--- src/rtl/imem_loader.sv ---
// imem_loader: boot-time writer for the instruction RAM.
// Receives a framed byte stream (LEN_HI, LEN_LO, N*4 data bytes, CSUM),
// assembles big-endian 32-bit words, writes them one per WRITE cycle and
// holds the CPU until the XOR checksum of the data bytes verifies.
//
// Handshake: a byte is consumed on any rising edge where rx_valid and
// rx_ready are both high; rx_ready depends on the current state only,
// so the sender may hold rx_valid/rx_data steady until it sees rx_ready.
module imem_loader #(
    parameter int          ADDR_WIDTH = 8,
    parameter logic [31:0] BASE_ADDR  = 32'h0000_0000
) (
    input  logic        clk,
    input  logic        reset,
    input  logic        start,
    input  logic [7:0]  rx_data,
    input  logic        rx_valid,
    output logic        rx_ready,
    output logic        mem_wr,
    output logic [31:0] mem_addr,
    output logic [31:0] mem_wdata,
    output logic        cpu_hold,
    output logic        busy,
    output logic        done,
    output logic        err,
    output logic [15:0] words_loaded,
    output logic [2:0]  state_dbg
);

    typedef enum logic [2:0] {
        S_IDLE   = 3'd0,
        S_LEN_HI = 3'd1,
        S_LEN_LO = 3'd2,
        S_DATA   = 3'd3,
        S_WRITE  = 3'd4,
        S_CSUM   = 3'd5
    } state_t;

    // Largest legal word count: the full RAM capacity, capped at what a
    // 16-bit length field can express.
    localparam logic [16:0] MAX_WORDS =
        (ADDR_WIDTH >= 16) ? 17'h10000 : 17'(1 << ADDR_WIDTH);

    state_t      state;
    state_t      state_next;
    logic        accept;
    logic        len_too_big;
    logic        len_zero;
    logic [15:0] len_q;
    logic [23:0] word_q;
    logic [1:0]  byte_cnt;
    logic [7:0]  csum_q;

    // Length check on the byte being accepted in LEN_LO.
    assign len_too_big = ({1'b0, len_q[15:8], rx_data} > MAX_WORDS);
    assign len_zero    = ({len_q[15:8], rx_data} == 16'd0);
    assign state_dbg   = state;

    // State register.
    always_ff @(posedge clk or negedge reset) begin
        if (!reset) begin
            state <= S_IDLE;
        end else begin
            state <= state_next;
        end
    end

    // Next-state decode.
    always_comb begin
        state_next = state;
        case (state)
            S_IDLE: begin
                if (start) state_next = S_LEN_HI;
            end
            S_LEN_HI: begin
                if (accept) state_next = S_LEN_LO;
            end
            S_LEN_LO: begin
                if (accept) begin
                    if (len_too_big)   state_next = S_IDLE;
                    else if (len_zero) state_next = S_CSUM;
                    else               state_next = S_DATA;
                end
            end
            S_DATA: begin
                if (accept && byte_cnt == 2'd3) state_next = S_WRITE;
            end
            S_WRITE: begin
                if (words_loaded + 16'd1 == len_q) state_next = S_CSUM;
                else                               state_next = S_DATA;
            end
            S_CSUM: begin
                if (accept) state_next = S_IDLE;
            end
            default: state_next = S_IDLE;
        endcase
    end

    // Output decode: rx_ready comes from the current state alone.
    always_comb begin
        rx_ready = 1'b0;
        case (state)
            S_LEN_HI, S_LEN_LO, S_DATA, S_CSUM: rx_ready = 1'b1;
            default:                            rx_ready = 1'b0;
        endcase
        accept = rx_ready & rx_valid;
    end

    // Datapath and registered outputs.
    always_ff @(posedge clk or negedge reset) begin
        if (!reset) begin
            mem_wr       <= 1'b0;
            mem_addr     <= BASE_ADDR;
            mem_wdata    <= 32'd0;
            cpu_hold     <= 1'b0;
            busy         <= 1'b0;
            done         <= 1'b0;
            err          <= 1'b0;
            words_loaded <= 16'd0;
            len_q        <= 16'd0;
            word_q       <= 24'd0;
            byte_cnt     <= 2'd0;
            csum_q       <= 8'd0;
        end else begin
            mem_wr <= (state_next == S_WRITE);
            busy   <= (state_next != S_IDLE);
            case (state)
                S_IDLE: begin
                    if (start) begin
                        done         <= 1'b0;
                        err          <= 1'b0;
                        words_loaded <= 16'd0;
                        csum_q       <= 8'd0;
                        byte_cnt     <= 2'd0;
                        cpu_hold     <= 1'b1;
                    end
                end
                S_LEN_HI: begin
                    if (accept) len_q[15:8] <= rx_data;
                end
                S_LEN_LO: begin
                    if (accept) begin
                        len_q[7:0] <= rx_data;
                        if (len_too_big) err <= 1'b1;
                    end
                end
                S_DATA: begin
                    if (accept) begin
                        word_q   <= {word_q[15:0], rx_data};
                        csum_q   <= csum_q ^ rx_data;
                        byte_cnt <= byte_cnt + 2'd1;
                        // Present the finished word for the WRITE cycle.
                        if (byte_cnt == 2'd3) begin
                            mem_wdata <= {word_q, rx_data};
                            mem_addr  <= BASE_ADDR + {14'd0, words_loaded, 2'b00};
                        end
                    end
                end
                S_WRITE: begin
                    words_loaded <= words_loaded + 16'd1;
                end
                S_CSUM: begin
                    if (accept) begin
                        if (rx_data == csum_q) begin
                            done     <= 1'b1;
                            cpu_hold <= 1'b0;
                        end else begin
                            err <= 1'b1;
                        end
                    end
                end
                default: ;
            endcase
        end
    end

endmodule

--- config.mk ---
export PLATFORM = sky130hd
export DESIGN_NAME = imem_loader
export DESIGN_NICKNAME = d
export VERILOG_FILES = /design/src/rtl/imem_loader.sv
export SDC_FILE = /design/constraint.sdc
export NUM_CORES = 1
export LEC_CHECK = 0
export BUFFER_PORTS_ARGS = -buffer_cell sky130_fd_sc_hd__buf_4
export CAP_MARGIN = 25
export CORE_MARGIN = 5
export CORE_UTILIZATION = 52
export CTS_BUF_LIST = sky130_fd_sc_hd__clkbuf_8
export DETAILED_ROUTE_END_ITERATION = 10
export PLACE_DENSITY = 0.8
export SLEW_MARGIN = 10
export SYNTH_ARGS = -nofsm -noshare
export SYNTH_HDL_FRONTEND = slang
export SYNTH_SLANG_ARGS = --single-unit
--- constraint.sdc ---
create_clock -name clk -period 1.99 [get_ports clk]
set_clock_uncertainty 0.1 [all_clocks]
set_input_delay 0.398 -clock clk [delete_from_list [all_inputs] [get_ports clk]]
set_output_delay 0.398 -clock clk [all_outputs]
set_load 0.03 [all_outputs]
==> flow_summary_export.csv <==
group,metric,value,unit
sta,finalCritPeriodShare,1.06,
synth,synth_top_area_frac,0.537,
route,finalWirelength,14.8,mm
finish,fin_area,7550,µm²
sta,setup_viol,5,
power,intPower,6270,µW
finish,layout-drive-gt1-share,0.365,
synth,synthCells,544,
sta,fin_ws,-0.129,ns
floorplanning,die_h,115,µm
worst_setup_path,reg2reg_setup_slack,-0.13,ns
power,power,9770,µW
place,placedInstanceArea,6980,µm²
place,place_congestion,0.939,
worst_setup_path,rr_startpoint,"csum_q[1]$_DFFE_PN0P_",
global_route,track_usage,0.237,
synth,ys_types,52,
power,combPwrFrac,0.355,
global_route,grt_first_pass_wirelength,24.3,mm
synth,yosysSeqAreaShare,0.537,
worst_setup_path,slowest_stage,"dfrtp_1",
worst_setup_path,crit_chain,"xor2_1, nor4_2, nand4_1, or2_1, a221o_1, mux2_4",
route,drtPass1Iterations,5,
worst_setup_path,regToRegEndpoint,"cpu_hold$_DFFE_PN0P_",
power,peakVddDrop,0.663,mV
synth,synth-seq-cells,122,
power,p_sw,3510,µW
sta,slew_violations,0,
power,p_leak,0.00383,µW
finish,fin_cells,849,
place,place_ws,-0.305,ns
floorplanning,start_util,0.527,
hold_path,whs_endpoint,"len_q[4]$_DFFE_PN0P_",
synth,synth_edf_count,0,
route,drtIter0Drc,416,
floorplanning,num_rows,38,
floorplanning,die_area,13100,µm²
worst_setup_path,critical_path_required,2.21,ns
clock_tree,clock_latency,0.43,ns
floorplanning,die_x,115,µm
synth,ys_top_cells_by_count,"dfrtp_1 (122), nand2_1 (102), mux2_2 (39), o21ai_0 (39), nor2_1 (31)",
synth,syn_area,5690,µm²
job,drv_cap,0,
worst_setup_path,worstPathArrival,2.34,ns
place,port_buffers,84,
finish,fin_nets,710,
route,avgRoutedWirePerCell,17.4,µm
status,status,"complete, but fails checks",
synth,synth_warnings,0,
synth,ys_top_cells_by_area,"dfrtp_1 (54%), mux2_2 (7.7%), nand2_1 (6.7%)",
global_route,antenna_found_initial,0,
clock_tree,cts.sinks,122,
synth,async_flop_share,1.00,
route,ant_nets,0,
status,violations,"negative setup slack",
power,switching_share,0.359,
power,p_seq_frac,0.391,
hold_path,holdPathStages,2,
hold_path,min_from,"rx_data[4]",
floorplanning,core_area,10800,µm²
route,drc_errors,0,
finish,filler_cell_count,720,
sta,rsz0062_at_grt,"true",
worst_setup_path,r2r_cells,6,
synth,synth_most_common_cell,"dfrtp_1",
synth,synth_top_area_cell,"dfrtp_1",
place,dpl.cell_count,811,
clock_tree,numCtsBuffers,17,
clock_tree,cts_tree,"yes",
power,power.share.clock,0.254,
worst_setup_path,crit_type,"reg -> reg",
sta,fmax,472,MHz
place,dp_hpwl,10.2,mm
worst_setup_path,cp-end-kind,"flop",
worst_setup_path,worst-path-buf-inv,0,
worst_setup_path,crit_fanout,3,
synth,synth-main-ff-cell,"dfrtp_1",
worst_setup_path,cp_slowest_stage_delay,0.40,ns
power,power_density,1290,nW/µm²
global_route,grt_pass1_vias,4885,
floorplanning,io-pin-count,101,
route,vias,4745,
clock_tree,h-tree-depth,4,
synth,synth_area_per_cell,10.5,µm²
sta,fin_crit,2.12,ns
hold_path,min_path_type,"in -> reg",
global_route,grt_max_degree,66,
finish,area_growth,32.7,%
sta,finalHoldViolCount,0,
worst_setup_path,start_kind,"flop",
route,vias_per_cell,5.59,
clock_tree,root_buffer,"clkbuf_8",
finish,n_antenna_cell,0,
worst_setup_path,path_delay_family,"simple AND/OR/NAND/NOR gates",
clock_tree,path_clk_slew,0.07,ns
global_route,grt.overflow.total,0,
clock_tree,clock_tree.buffer_depth,2,
[layer usage]
metal / global-route usage / wire length (µm) / vias up
met5: 0 / 0 / -
met4: 0.110 / 405 / 0
met3: 0.0529 / 930 / 40
met2: 0.376 / 7360 / 198
met1: 0.309 / 6100 / 2359
li1: - / - / 2148
[power groups by stage]
stage	Combinational (µW)	Sequential (µW)	Clock (µW)
6_report	3470	3820	2480
3_3_place_gp	3240	3800	0
4_1_cts	3410	3810	2510
3_5_place_dp	3340	3840	0
2_1_floorplan	1490	4350	0
5_1_grt	3760	3910	2630
[layout by cell type (no fill, tap or decap), drive strengths merged, types with 2 or more instances in the layout]
master,count
bufinv,5
o31ai,2
clkinvlp,3
a22o,2
nand2,102
clkbuf,18
inv,8
o221ai,2
a21o,2
buf,163
mux2,61
a21oi,7
xnor2,15
xor2,14
nand4,6
a32oi,2
a31oi,4
clkinv,4
o22ai,3
nand2b,5
conb,16
dfrtp,122
nor2,31
ha,2
and3,7
nor4,11
nand3,13
nor3,6
nor3b,5
o21ai,51
[sequential cells by signal (all words and copies together), names as in the netlist]
name          flops
busy              1
byte_cnt          2
cpu_hold          1
csum_q            8
done              1
err               1
len_q            16
mem_addr         16
mem_wdata        32
mem_wr            1
state_dbg         3
word_q           24
words_loaded     16
[cell families after synthesis]
kind of cell | share of synthesized area
AOI/OAI and AO/OA | 0.0856
xor gates and xnor gates | 0.0447
adders and majority gates | 0.00440
buffers and inverters | 0.0469
DFF | 0.537
muxes | 0.123
other | 0.000659
and+or+nand+nor | 0.158
[how the worst max path moves through the flow]
stage | end | slack [ns] | cells past startpoint | startpoint
after floorplan | state_dbg[1]$_DFF_PN0_ | -0.16 | 7 | words_loaded[2]$_DFFE_PN0P_
after CTS | cpu_hold$_DFFE_PN0P_ | -0.13 | 6 | csum_q[1]$_DFFE_PN0P_
final | cpu_hold$_DFFE_PN0P_ | -0.13 | 6 | csum_q[1]$_DFFE_PN0P_
after global routing | cpu_hold$_DFFE_PN0P_ | -0.18 | 6 | csum_q[1]$_DFFE_PN0P_
after global placement | cpu_hold$_DFFE_PN0P_ | -0.28 | 7 | rx_data[1]
after detailed placement | cpu_hold$_DFFE_PN0P_ | -0.31 | 7 | rx_data[1]
[through the flow]
| step | hold slack, ns | util | TNS, ns |
|---|---|---|---|
| finish | 0.176 | 0.699 | -0.391 |
| global route | 0.166 | 0.699 | -0.641 |
| CTS | 0.160 | 0.696 | -0.226 |
| detailed placement | 0.108 | 0.647 | -0.887 |
| global placement | 0.102 | 0.647 | -0.645 |
| floorplan | 0.00241 | - | -0.431 |
[cell type report]
type	instances	area [µm²]	area share
Sequential cell	122	3070	0.406
Multi-Input combinational cell	385	2500	0.332
Timing Repair Buffer	164	1330	0.176
Clock buffer	18	248	0.0328
Clock inverter	14	204	0.0270
Tap cell	140	175	0.0232
Inverter	6	22.5	0.00298
[repair_timing]
item | 4_1_cts | 5_1_grt
gates cloned | 0 | 0
endpoints found under the hold margin | 122 | 0
gates resized for setup | 8 | 7
pin swaps | 5 | 3
endpoints found under the setup margin | 6 | 9
hold buffers | 1 | 0
setup buffers | 4 | 1
No activity file was read; power rests on OpenSTA's default activity.
